===== src/rtl/pending_event_multi_pkg.sv =====
// Shared constants and helpers for the Tetris input-path event limiter.
package tetris_input_pkg;

  localparam int MODE_PARALLEL  = 0;
  localparam int MODE_EXCLUSIVE = 1;

  typedef enum logic [1:0] {
    IDLE   = 2'd0,
    DELAY  = 2'd1,
    REPEAT = 2'd2
  } rep_phase_e;

  // Never returns less than 1 so single-entry counters and pointers keep a bit.
  function automatic int clog2_sat(input int value);
    int r;
    r = 0;
    for (int i = 0; i < 31; i++) begin
      if ((1 << i) < value) r = i + 1;
    end
    return (r < 1) ? 1 : r;
  endfunction

endpackage


===== src/rtl/pending_event_multi_if.sv =====
// Button-side bundle of the event limiter: press inputs in, frame-aligned actions out.
interface pending_event_multi_if #(
  parameter int N_CH = 4
);

  logic [N_CH-1:0] edge_1clk;
  logic [N_CH-1:0] level;
  logic            tick_input;
  logic            clr_ovf;
  logic [N_CH-1:0] button;
  logic [N_CH-1:0] pending;
  logic [N_CH-1:0] overflow;

  modport master (
    output edge_1clk, level, tick_input, clr_ovf,
    input  button, pending, overflow
  );

  modport slave (
    input  edge_1clk, level, tick_input, clr_ovf,
    output button, pending, overflow
  );

endinterface


===== src/rtl/pending_event_multi_chan.sv =====
// One button channel: saturating press queue, sticky overflow flag and
// hold-to-repeat phase/timer that injects presses on input ticks.
module pending_event_chan
  import tetris_input_pkg::*;
#(
  parameter int DEPTH     = 2,
  parameter int CNT_W     = 2,
  parameter bit REPEAT_EN = 1'b0,
  parameter int DAS       = 10,
  parameter int ARR       = 3
) (
  input  logic clock,
  input  logic resetn,
  input  logic edge_i,
  input  logic level_i,
  input  logic tick_i,
  input  logic clr_ovf_i,
  input  logic fire_i,
  output logic eligible_o,
  output logic pending_o,
  output logic overflow_o
);

  localparam int T_MAX = (DAS > ARR) ? DAS : ARR;
  localparam int TMR_W = clog2_sat(T_MAX + 1);
  localparam int SUM_W = CNT_W + 1;

  rep_phase_e       phase_q, phase_d;
  logic [TMR_W-1:0] timer_q, timer_d, timerInc;
  logic [CNT_W-1:0] cnt_q, cnt_d, cntNext;
  logic [SUM_W-1:0] cntSum;
  logic             ovf_q, ovf_d;
  logic             repInj;
  logic             lost;

  always_ff @(posedge clock or negedge resetn) begin
    if (!resetn) begin
      phase_q <= IDLE;
      timer_q <= '0;
      cnt_q   <= '0;
      ovf_q   <= 1'b0;
    end else begin
      phase_q <= phase_d;
      timer_q <= timer_d;
      cnt_q   <= cnt_d;
      ovf_q   <= ovf_d;
    end
  end

  // Release beats a new press, which beats tick-driven timer progress.
  always_comb begin
    phase_d  = phase_q;
    timer_d  = timer_q;
    repInj   = 1'b0;
    timerInc = timer_q + 1'b1;
    if (!REPEAT_EN || !level_i) begin
      phase_d = IDLE;
      timer_d = '0;
    end else if (edge_i) begin
      phase_d = DELAY;
      timer_d = '0;
    end else if (tick_i) begin
      case (phase_q)
        DELAY: begin
          if (timerInc == TMR_W'(DAS)) begin
            repInj  = (cnt_q == '0);
            phase_d = REPEAT;
            timer_d = '0;
          end else begin
            timer_d = timerInc;
          end
        end
        REPEAT: begin
          if (timerInc == TMR_W'(ARR)) begin
            repInj  = (cnt_q == '0);
            timer_d = '0;
          end else begin
            timer_d = timerInc;
          end
        end
        default: begin
          phase_d = IDLE;
          timer_d = '0;
        end
      endcase
    end
  end

  always_comb begin
    cntSum  = SUM_W'(cnt_q) + SUM_W'(edge_i) + SUM_W'(repInj);
    lost    = 1'b0;
    cntNext = cntSum[CNT_W-1:0];
    if (cntSum > SUM_W'(DEPTH)) begin
      cntNext = CNT_W'(DEPTH);
      lost    = 1'b1;
    end
    cnt_d = cntNext - CNT_W'(fire_i);
    ovf_d = (ovf_q & ~clr_ovf_i) | lost;
  end

  assign eligible_o = (cntNext != '0);
  assign pending_o  = (cnt_q != '0);
  assign overflow_o = ovf_q;

endmodule


===== src/rtl/pending_event_multi.sv =====
// Frame-aligned multi-channel press limiter: per-channel queues plus the
// tick-time fire decision (parallel or round-robin exclusive) and button register.
module pending_event_multi
  import tetris_input_pkg::*;
#(
  parameter int              N_CH        = 4,
  parameter int              DEPTH       = 2,
  parameter int              MODE        = MODE_PARALLEL,
  parameter logic [N_CH-1:0] REPEAT_MASK = N_CH'(4'b0011),
  parameter int              DAS         = 10,
  parameter int              ARR         = 3
) (
  input logic                  clock,
  input logic                  resetn,
  pending_event_multi_if.slave bus
);

  localparam int CNT_W = clog2_sat(DEPTH + 1);
  localparam int PTR_W = clog2_sat(N_CH);
  localparam int PW1   = PTR_W + 1;

  logic [N_CH-1:0]  eligible;
  logic [N_CH-1:0]  grant;
  logic [N_CH-1:0]  fire;
  logic [N_CH-1:0]  pendingVec;
  logic [N_CH-1:0]  overflowVec;
  logic [N_CH-1:0]  button_q;
  logic [PTR_W-1:0] rrPtr_q, rrPtr_d;
  logic [PTR_W-1:0] rrIdx;
  logic [PW1-1:0]   rrSum;
  logic             grantFound;

  for (genvar i = 0; i < N_CH; i++) begin : g_chan
    pending_event_chan #(
      .DEPTH     (DEPTH),
      .CNT_W     (CNT_W),
      .REPEAT_EN (REPEAT_MASK[i]),
      .DAS       (DAS),
      .ARR       (ARR)
    ) u_chan (
      .clock      (clock),
      .resetn     (resetn),
      .edge_i     (bus.edge_1clk[i]),
      .level_i    (bus.level[i]),
      .tick_i     (bus.tick_input),
      .clr_ovf_i  (bus.clr_ovf),
      .fire_i     (fire[i]),
      .eligible_o (eligible[i]),
      .pending_o  (pendingVec[i]),
      .overflow_o (overflowVec[i])
    );
  end

  // Scan from rr_ptr with wrap; the pointer only moves on a granted tick.
  always_comb begin
    grant      = '0;
    grantFound = 1'b0;
    rrPtr_d    = rrPtr_q;
    rrSum      = '0;
    rrIdx      = '0;
    for (int k = 0; k < N_CH; k++) begin
      rrSum = {1'b0, rrPtr_q} + PW1'(k);
      if (rrSum >= PW1'(N_CH)) rrSum = rrSum - PW1'(N_CH);
      rrIdx = rrSum[PTR_W-1:0];
      if (!grantFound && eligible[rrIdx]) begin
        grantFound   = 1'b1;
        grant[rrIdx] = 1'b1;
        rrPtr_d      = (rrIdx == PTR_W'(N_CH - 1)) ? '0 : rrIdx + 1'b1;
      end
    end
    fire = '0;
    if (bus.tick_input) fire = (MODE == MODE_EXCLUSIVE) ? grant : eligible;
    if (!bus.tick_input || (MODE != MODE_EXCLUSIVE)) rrPtr_d = rrPtr_q;
  end

  always_ff @(posedge clock or negedge resetn) begin
    if (!resetn) begin
      button_q <= '0;
      rrPtr_q  <= '0;
    end else begin
      button_q <= fire;
      rrPtr_q  <= rrPtr_d;
    end
  end

  assign bus.button   = button_q;
  assign bus.pending  = pendingVec;
  assign bus.overflow = overflowVec;

endmodule


===== src/flat_wrapper.sv =====
// flat-port wrapper written by rule: the top's interface ports become plain ports
module pending_event_multi_flat import tetris_input_pkg::*;
#(
  parameter int              N_CH        = 4,
  parameter int              DEPTH       = 2,
  parameter int              MODE        = MODE_PARALLEL,
  parameter logic [N_CH-1:0] REPEAT_MASK = N_CH'(4'b0011),
  parameter int              DAS         = 10,
  parameter int              ARR         = 3
)
  (clock, resetn, bus_edge_1clk, bus_level, bus_tick_input, bus_clr_ovf, bus_button, bus_pending, bus_overflow);
  pending_event_multi_if #(.N_CH(N_CH)) bus_i ();
  input logic clock;
  input logic resetn;
  input wire logic [$bits(bus_i.edge_1clk)-1:0] bus_edge_1clk;
  input wire logic [$bits(bus_i.level)-1:0] bus_level;
  input wire logic [$bits(bus_i.tick_input)-1:0] bus_tick_input;
  input wire logic [$bits(bus_i.clr_ovf)-1:0] bus_clr_ovf;
  output wire logic [$bits(bus_i.button)-1:0] bus_button;
  output wire logic [$bits(bus_i.pending)-1:0] bus_pending;
  output wire logic [$bits(bus_i.overflow)-1:0] bus_overflow;
  assign bus_i.edge_1clk = bus_edge_1clk;
  assign bus_i.level = bus_level;
  assign bus_i.tick_input = bus_tick_input;
  assign bus_i.clr_ovf = bus_clr_ovf;
  assign bus_button = bus_i.button;
  assign bus_pending = bus_i.pending;
  assign bus_overflow = bus_i.overflow;
  pending_event_multi #(.N_CH(N_CH), .DEPTH(DEPTH), .MODE(MODE), .REPEAT_MASK(REPEAT_MASK), .DAS(DAS), .ARR(ARR)) u_core (.clock(clock), .resetn(resetn), .bus(bus_i));
endmodule

===== config.mk =====
export PLATFORM = sky130hd
export DESIGN_NAME = pending_event_multi_flat
export DESIGN_NICKNAME = d
export VERILOG_FILES = /design/src/rtl/pending_event_multi_pkg.sv /design/src/rtl/pending_event_multi_if.sv /design/src/rtl/pending_event_multi_chan.sv /design/src/rtl/pending_event_multi.sv /design/src/flat_wrapper.sv
export SDC_FILE = /design/constraint.sdc
export NUM_CORES = 1
export LEC_CHECK = 0
export CORE_ASPECT_RATIO = 0.7
export CORE_MARGIN = 4
export CORE_UTILIZATION = 41
export DETAILED_ROUTE_END_ITERATION = 7
export PLACE_DENSITY = 0.69
export SLEW_MARGIN = 20
export SYNTH_ARGS = -nofsm -noshare
export SYNTH_HDL_FRONTEND = slang
export SYNTH_SLANG_ARGS = --single-unit

===== constraint.sdc =====
create_clock -name clock -period 6.16 [get_ports clock]
set_input_delay 0.616 -clock clock [delete_from_list [all_inputs] [get_ports clock]]
set_output_delay 0.616 -clock clock [all_outputs]
set_load 0.02 [all_outputs]

[Word level (Yosys, flattened, before mapping)]
Index checks and enable logic that the tools add are counted.
Word-level totals
  output and inout bits: 12
  register bits after elaboration: 28
  bits of input ports: 12
  logic and storage cells: 107
Cells by class
  eq/ne operators: 14
  magnitude comparators: 4
  bitwise operators: 9
  reduce and logical (&&, ||, !) cells: 12
  $add $sub $neg: 12
  multiplexer cells: 43
Operator list (number)
  two-way mux 4 bit: 11
  two-way mux 2 bit: 12
  case mux 4 bit (2 select lines): 2
  nonzero test 2 bit: 8
  two-way mux 1 bit: 14
  adder 2 x 1 -> 3 bit: 4
  > comparator 3 x 2 -> 1 bit (second input constant): 4
  adder 4 x 1 -> 4 bit (second input constant): 2
  == test 4 x 2 -> 1 bit (second input constant): 2
  == test 4 bit (second input constant): 2
  inequality test 4 bit (second input constant): 2
  case mux 2 bit (2 select lines): 2
  subtractor 2 x 1 -> 2 bit: 4
  adder 3 x 1 -> 3 bit: 2
  inequality test 3 x 2 -> 1 bit (second input constant): 2
  inequality test 3 bit (second input constant): 2
  AND reduction 3 bit: 2
  AND 1 bit: 4
  == test 2 x 1 -> 1 bit (second input constant): 2
  == test 2 bit (second input constant): 2
  zero test 2 bit: 2
  OR 1 bit: 4
  case mux 1 bit (2 select lines): 2
  NOT 1 bit: 1

[Longest topological paths before layout]
  depth in word-level cells: 13
  depth in mapped cells: 13
  gate-level depth less buffers: 13

[Hierarchy]
From an unflattened synthesis, not the netlist that was laid out.
Second synthesis, totals
  cells, all modules: 206
  area total of the unflattened synthesis: 2011.9 sq um
By module, submodules not included
  pending_event_chan at u_core.g_chan[1].u_chan: area an instance 749.5 sq um, seq. area each 225.2 sq um, cells each 81, times used 1
  pending_event_chan at u_core.g_chan[0].u_chan: area an instance 742.0 sq um, seq. area each 225.2 sq um, cells each 81, times used 1
  pending_event_chan at u_core.g_chan[2].u_chan ...: area an instance 197.7 sq um, seq. area each 75.1 sq um, cells each 18, times used 2
  pending_event_multi: area an instance 125.1 sq um, seq. area each 100.1 sq um, cells each 8, times used 1

[Worst setup path before layout]
OpenSTA, ideal clock, no wires.
  kind: register to register
  from: register u_core.g_chan[1].u_chan.timer_q[0]
  to: register u_core.g_chan[1].u_chan.cnt_q[1]
  library setup time: 0.122 ns
  period minus slack after synthesis: 2.826 ns
  required time: 6.038 ns
  data arrival time: 2.703 ns
  slack: 3.334 ns
  stages on the path, launching flop included: 13
  buffers on the path: 0
  cells stage by stage: dfrtp_1 -> ha_1 -> and2_4 -> a21oi_1 -> mux2i_1 -> a32oi_1 -> nor3_1 -> fa_1 -> ha_1 -> nor2b_1 -> a21boi_0 -> ha_1 -> xnor2_1
Between the ends
  cells in the longest elaborated chain, start to end: 13
  elaborated cells on any way between the ends: 15
  those cells by class: 3 x add/sub; 1 x order compare; 2 x eq/ne; 8 x mux; 1 x reduce/logical
RTL lines
  from (decl): line pending_event_multi_chan.sv:29  | logic [TMR_W-1:0] timer_q, timer_d, timerInc;
  from (signal assigned): line pending_event_multi_chan.sv:44  | timer_q <= timer_d;
  adder 4 x 1 -> 4 bit (*): line pending_event_multi_chan.sv:55  | timerInc = timer_q + 1'b1;
  == test 4 x 2 -> 1 bit / == test 4 bit (equally long branches): line pending_event_multi_chan.sv:74, pending_event_multi_chan.sv:65
  two-way mux 1 bit (on tied branches): line pending_event_multi_chan.sv:74, pending_event_multi_chan.sv:65
  case mux 1 bit (2 select lines) (*): line pending_event_multi_chan.sv:63  | case (phase_q)
  two-way mux 1 bit (*): line pending_event_multi_chan.sv:62  | end else if (tick_i) begin
  two-way mux 1 bit (*): line pending_event_multi_chan.sv:59  | end else if (edge_i) begin
  two-way mux 1 bit (*): line pending_event_multi_chan.sv:56  | if (!REPEAT_EN || !level_i) begin
  adder 3 x 1 -> 3 bit (*): line pending_event_multi_chan.sv:90  | cntSum = SUM_W'(cnt_q) + SUM_W'(edge_i) + SUM_W'(repInj);
  > comparator 3 x 2 -> 1 bit: line pending_event_multi_chan.sv:93  | if (cntSum > SUM_W'(DEPTH)) begin
  two-way mux 2 bit (*): line pending_event_multi_chan.sv:93
  nonzero test 2 bit (*): line pending_event_multi_chan.sv:101  | assign eligible_o = (cntNext != '0);
  two-way mux 4 bit (*): line pending_event_multi.sv:72  | if (bus.tick_input) fire = (MODE == MODE_EXCLUSIVE) ? grant : eligible;
  via u_core.g_chan[1].u_chan.fire_i: line pending_event_multi_chan.sv:18  | input logic fire_i,
  subtractor 2 x 1 -> 2 bit (*): line pending_event_multi_chan.sv:97  | cnt_d = cntNext - CNT_W'(fire_i);
  via u_core.g_chan[1].u_chan.cnt_d[1]: line pending_event_multi_chan.sv:30  | logic [CNT_W-1:0] cnt_q, cnt_d, cntNext;
  to (signal assigned): line pending_event_multi_chan.sv:45  | cnt_q <= cnt_d;
  to (decl): line pending_event_multi_chan.sv:30
Mark *: on every way through the listed nets, which the timed path passes. The rest lies on a longest branch.
A chain may end at the register's enable or synchronous reset.

[Worst setup path in the final report]
  from: input port bus_tick_input
  to: register u_core.g_chan[0].u_chan.cnt_q[1]
Between the ends
  cells in the longest elaborated chain, start to end: 9
RTL lines
  from (decl): line flat_wrapper.sv:17  | input wire logic [$bits(bus_i.tick_input)-1:0] bus_tick_input;
  two-way mux 1 bit: line pending_event_multi_chan.sv:62
  two-way mux 1 bit: line pending_event_multi_chan.sv:59
  two-way mux 1 bit: line pending_event_multi_chan.sv:56
  adder 3 x 1 -> 3 bit: line pending_event_multi_chan.sv:90
  > comparator 3 x 2 -> 1 bit: line pending_event_multi_chan.sv:93
  two-way mux 2 bit: line pending_event_multi_chan.sv:93
  nonzero test 2 bit: line pending_event_multi_chan.sv:101
  two-way mux 4 bit (*): line pending_event_multi.sv:72
  via u_core.g_chan[0].u_chan.fire_i: line pending_event_multi_chan.sv:18
  subtractor 2 x 1 -> 2 bit (*): line pending_event_multi_chan.sv:97
  via u_core.g_chan[0].u_chan.cnt_d[1]: line pending_event_multi_chan.sv:30
  to (signal assigned): line pending_event_multi_chan.sv:45
  to (decl): line pending_event_multi_chan.sv:30
Marked as above.

==> reports/summary.txt <==
Post-Syn Area -> 1899 µm²
post-synthesis net count -> 239
CTS resizes -> 0
asr flop ratio synth -> 100.0%
Synth Area in Adders -> 17.92%
clk buf depth -> 2
Slew @ Worst Pin -> 0.4537 ns
Final ANT Viol Nets -> 0
PortBufs -> 21
Post-DP HPWL -> 2661 µm
DR iter-0 viols -> 26
Setup-failing EPs final -> 0
count of final hold-check violations -> 0
Yosys top cell area share -> 36.89%
Synth Register Bits -> 28
root buf cell -> clkbuf_8
fin crit period -> 3.162 ns
Die X -> 89.35 µm
# DRC -> 0
Worst Reg-to-Reg Cells -> 12
Core Rows -> 20
CTS buffer count -> 3
Vias/cell -> 4.967
Worst VDD drop -> 0.0002462 V
setup_tns -> 0 ns
mux contribution to synthesized area -> 1.054%
hold_buf cts -> 0
synthesized instance count -> 201
postcts setup bufs -> 0
Yosys top cell by area -> dfrtp_1
largest fanout on the critical path -> 13
all-layer global routing usage -> 12.71%
XOR/XNOR Fraction of Synth Area -> 3.228%
WP data required -> 6.35 ns
max cap viols -> 0
Initial Util -> 43.13%
Worst Skew -> 0.01021 ns
grt total ovfl -> 0
drt wl/cell -> 12.58 µm
Design Area, Final -> 2188 µm²
Setup crit end kind -> register
Ant. Diodes -> 0
sequential share of the synthesized area -> 36.89%
Critical path origin -> bus_tick_input
r2r setup slk -> 3.01 ns
Crit Reg-Reg Endpoint -> u_core.g_chan[1].u_chan.cnt_q[1]
number of flops mapped to enable cells by yosys -> 0
later-pin clock latency in the skew report -> 0.27 ns
Worst Hold Class -> register to register
post-layout util -> 49.69%
clock sinks -> 28
H-tree levels -> 1
commonest non-fill, non-tap cell in the layout -> inv_1
Max Clk Rate -> 316.2 MHz
Area after DPL -> 2117 µm²
initial antenna violation count -> 0
Ys Warns -> 0
I/O pin count -> 24
startpoint types -> input pin
routability cong. -> 0.8035
Reg area -> 700.7 µm²
Filler Cell Count -> 410
Worst Path Arrival -> 3.36 ns
CTS tree -> yes
Crit Path Class -> input pin to register
largest net degree at the start of global routing -> 29
Final period util -> 51.34%
prevailing post-synth register cell -> dfrtp_1
power density cells -> 325.6 nW/µm²
unrepaired setup endpoints after global routing -> no
layout cells sized above 1 -> 7.373%
Multi-input gate area -> 1013 µm²
area delta synth->final -> 15.22%
Total Nets Final -> 256
core box area -> 4404 µm²
relative slew slack -> 69.66%
Worst-path clk slew -> 0.10 ns
largest family of logic cells by synthesized area -> simple AND/OR/NAND/NOR gates
first-pass GRT wire length -> 5775 µm
Netlist cell types -> 39
Synth area leaders -> dfrtp_1, ha_1, inv_1
die area -> 5803 µm²
WL final -> 3421 µm
Detailed Routing Iterations Pass 1 -> 4
syn_area_per_cell -> 9.449 µm²
Compound-Gate Fraction of Synth Area -> 13.24%
Synth Area in Simple Gates -> 17.92%
status -> complete, no violations
Die Y-Extent -> 64.95 µm
vias in the first global route -> 1252
crit path to -> u_core.g_chan[0].u_chan.cnt_q[1]
final max-slew violation count -> 0
Static Leakage -> 0.9867 nW
highest-count cells in the layout ignoring fill and taps -> inv_1, dfrtp_1, ha_1
Critical R2R Launch -> u_core.g_chan[1].u_chan.timer_q[0]
routed vias -> 1351
==> final cells by class <==
cell class	count	share of cell area (%)
Tap cell	55	3.145
Multi-Input combinational cell	132	46.31
Clock inverter	1	1.372
Clock buffer	3	1.887
Sequential cell	28	32.02
Timing Repair Buffer	22	9.949
Inverter	31	5.317
==> report_power, final <==
part / internal (mW) / switching (mW)
Sequential: 0.230 / 0.0270
Combinational: 0.154 / 0.158
Clock: 0.0869 / 0.0562
Total: 0.472 / 0.241
==> layer usage <==
metal | GRT usage (%) | up-vias | wire, µm | share of wire [%]
li1 | - | 695 | - | -
met1 | 19.59 | 633 | 1869 | 55
met2 | 17.46 | 21 | 1393 | 41
met3 | 3.431 | 2 | 139 | 4.1
met4 | 2.788 | 0 | 19 | 0.56
met5 | 0 | - | 0 | 0
==> worst max-delay path: stages <==
cell and delay, ns:
clkdlybuf4s50_1 0.75, and4bb_2 0.35, nor4b_2 0.27, fa_1 0.26, inv_1 0.05, ha_1 0.22
nor2b_1 0.16, a21boi_0 0.33, ha_1 0.23, xnor2_1 0.12
==> metrics by stage <==
stage               worst slack (ns)  instances  hold slack (ns)  power, mW
finish                         2.998        272           0.5320     0.7125
global route                   2.796        272           0.5675     0.7772
floorplan                      3.334        201           0.3204     0.4952
CTS                            3.012        272           0.5392     0.7198
detailed placement             2.748        268           0.5239     0.5732
global placement               2.761        268           0.5205     0.5653
==> worst min-delay path by stage <==
stage	startpoint	endpoint	slack, ns	cells past startpoint
5_1_grt	u_core.g_chan[2].u_chan.overflow_o	u_core.g_chan[2].u_chan.overflow_o	0.57	2
2_1_floorplan	resetn	u_core.bus.button[0]	0.32	0
4_1_cts	u_core.g_chan[2].u_chan.overflow_o	u_core.g_chan[2].u_chan.overflow_o	0.54	2
3_3_place_gp	u_core.g_chan[2].u_chan.overflow_o	u_core.g_chan[2].u_chan.overflow_o	0.52	2
3_5_place_dp	u_core.g_chan[2].u_chan.overflow_o	u_core.g_chan[2].u_chan.overflow_o	0.52	2
6_report	u_core.g_chan[1].u_chan.overflow_o	u_core.g_chan[1].u_chan.overflow_o	0.53	2
==> state kept, by name, indices dropped and copies added (netlist names) <==
signal,count
u_core.g_chan.u_chan.cnt_q,8
u_core.g_chan.u_chan.timer_q,8
u_core.g_chan.u_chan.overflow_o,4
u_core.g_chan.u_chan.phase_q,4
u_core.bus.button,4
==> cell families after synthesis <==
group,after synthesis
flip-flops,28
buffers and inverters,41
AO/OA/AOI/OAI,36
adder cells (fa/ha/maj),26
multiplexers,2
AND/OR/NAND/NOR,61
XOR/XNOR,7
==> cells in the mapped netlist (all sizes together), types with 3 or more instances <==
cell,n
a21boi,4
a21oi,4
buf,10
dfrtp,28
ha,24
inv,31
nand2,17
nand2b,6
nand3,4
nor2,7
nor2b,9
nor3,3
nor3b,4
o21ai,12
o22ai,6
or2,4
xnor2,5
(Power assumes the default switching activity.)
==> RTL edit (config.mk and constraints unchanged) <==
`DEPTH` is set to 2 in 3 places; all go to 4.
--- a/src/rtl/pending_event_multi_chan.sv
+++ b/src/rtl/pending_event_multi_chan.sv
@@ -5,3 +5,3 @@
 #(
-  parameter int DEPTH     = 2,
+  parameter int DEPTH     = 4,
   parameter int CNT_W     = 2,
--- a/src/rtl/pending_event_multi.sv
+++ b/src/rtl/pending_event_multi.sv
@@ -6,3 +6,3 @@
   parameter int              N_CH        = 4,
-  parameter int              DEPTH       = 2,
+  parameter int              DEPTH       = 4,
   parameter int              MODE        = MODE_PARALLEL,
--- a/src/flat_wrapper.sv
+++ b/src/flat_wrapper.sv
@@ -4,3 +4,3 @@
   parameter int              N_CH        = 4,
-  parameter int              DEPTH       = 2,
+  parameter int              DEPTH       = 4,
   parameter int              MODE        = MODE_PARALLEL,
Function: changed (a bounded check fails within 4 cycles, from zero or initial values and one cycle with resetn low).
==> RTL edit against the original RTL <==
  * Worst setup slack worse by 310 ps
  * Cell area up 15%
  * Synthesized area up 13%
  * Die area up 12%
  * Largest power group unchanged
  * Routed wire length up 21%
  * Clock skew down 7.3 ps
  * Sequential cell count up 4
  * Highest routed layer unchanged
  * Total power up 34%
  * Critical endpoint is now u_core.g_chan[0].u_chan.cnt_q[2]$_DFF_PN0_
  * Via count up 21%
==> RTL edit: results (changes against the original RTL) <==
[status]
status=complete, no violations

[timing]
fin_worst_skew_ps=2.86  ; -7.35 ps
relSlewSlack_pct=70.9  ; +1.2 points

[place]
place_congestion=0.798  ; -0.65%

[global_routing]
grt_pass1_vias=1634  ; +31%
grt_use_total_pct=14.7  ; +2.0 points
global_route.usage.met1_pct=20.1  ; +0.55 points

[drt]
dr.first_iter.drc_count=116  ; +350%
routed_wirelength_um=4150  ; +21%

[setup_path]
r2r_end=u_core.g_chan[0].u_chan.cnt_q[2]$_DFF_PN0_
worst_ep_arrival_time_ps=3650  ; +290 ps
cp_max_fo=10  ; -3
worst_r2r_startpoint=u_core.g_chan[0].u_chan.timer_q[0]$_DFFE_PN0P_
critical-path-top-delay-family=adder cells

[clock_network]
clk_pin_slew_ps=70  ; -30 ps
number_of_levels_the_h_tree_was_split_into=2  ; +1
cts_buffers=5  ; +2

[min_path]
min_from=u_core.g_chan[2].u_chan.overflow_o$_DFF_PN0_
timing.hold.worst_endpoint=u_core.g_chan[2].u_chan.overflow_o$_DFF_PN0_

[yosys]
ys_top_cells_by_count=dfrtp_1, inv_1, ha_1
synth.lib_cells_used.distinct=42  ; +7.7%
syn-num-nets=261  ; +9.2%
synth-seq-area-share_pct=37.3  ; +0.38 points

[pwr]
static-leakage-power_uw=0.00107  ; +8.4%
irDropWorstVdd_uv=262  ; +6.3%

[layout]
top_regs=u_core.g_chan.u_chan.cnt_q x12, u_core.g_chan.u_chan.timer_q x8
layout.nets=281  ; +9.8%

[RTL edit: kinds of logic after synthesis]
family	after synthesis	share of synthesized area, %
and+or+nand+nor	70	18.8
AOI/OAI and AO/OA	54	17.5
buffers and inverters	34	7.69
DFF	32	37.3
adders and majority gates	26	15.8
xor gates and xnor gates	7	2.85
[RTL edit: power by group]
group	switching (µW)	internal [µW]
clock network	80.5	143
logic	218	187
registers	45.7	280
[RTL edit: cell type report]
type | count | area, µm² | area share, %
tap | 69 | 86.3 | 3.44
clock buffer | 7 | 96.3 | 3.84
timing repair buffer | 22 | 218 | 8.68
inverter | 25 | 93.8 | 3.74
clock inverter | 1 | 30.0 | 1.20
multi-input combinational | 157 | 1180 | 47.2
sequential | 32 | 801 | 31.9
[RTL edit: worst reg2reg max path, stage by stage (launching register included)]
cell	delay, ps
dfrtp_1	470
ha_1	320
or4b_4	560
o31ai_2	100
nand2_1	90
a21oi_1	200
fa_1	500
nor2_1	140
o21ai_0	90
a21oi_1	250
nand2_1	90
ha_1	200
ha_1	180
xor2_1	150
[RTL edit: how the worst max path moves through the flow]
| stage | start | endpoint | slack [ps] | cells past startpoint |
|---|---|---|---|---|
| floorplan | u_core.g_chan[0].u_chan.timer_q[0]$_DFFE_PN0P_ | u_core.g_chan[0].u_chan.cnt_q[2]$_DFF_PN0_ | 3020 | 14 |
| global placement | bus_tick_input | u_core.g_chan[1].u_chan.cnt_q[2]$_DFF_PN0_ | 2410 | 11 |
| detailed placement | bus_tick_input | u_core.g_chan[1].u_chan.cnt_q[2]$_DFF_PN0_ | 2360 | 11 |
| CTS | bus_tick_input | u_core.g_chan[1].u_chan.cnt_q[2]$_DFF_PN0_ | 2660 | 11 |
| global route | u_core.g_chan[0].u_chan.timer_q[0]$_DFFE_PN0P_ | u_core.g_chan[0].u_chan.cnt_q[2]$_DFF_PN0_ | 2410 | 13 |
| finish | bus_tick_input | u_core.g_chan[0].u_chan.cnt_q[2]$_DFF_PN0_ | 2690 | 13 |
[RTL edit: per-layer routing]
metal  wire length, µm  up-vias
met4                19        0
met2              1810       23
li1                  -      821
met1              2170      784
met3               150        2
met5                 0        -
[RTL edit: metrics by stage]
stage               utilization (%)  instances  hold WS (ps)  power, µW  area (µm²)
global route                   51.0        313           568       1040        2510
detailed placement             48.5        305           528        743        2380
finish                         51.0        313           534        953        2510
CTS                            51.0        313           541        969        2510
floorplan                         -        223           320        631        2150
global placement               48.5        305           508        724        2380
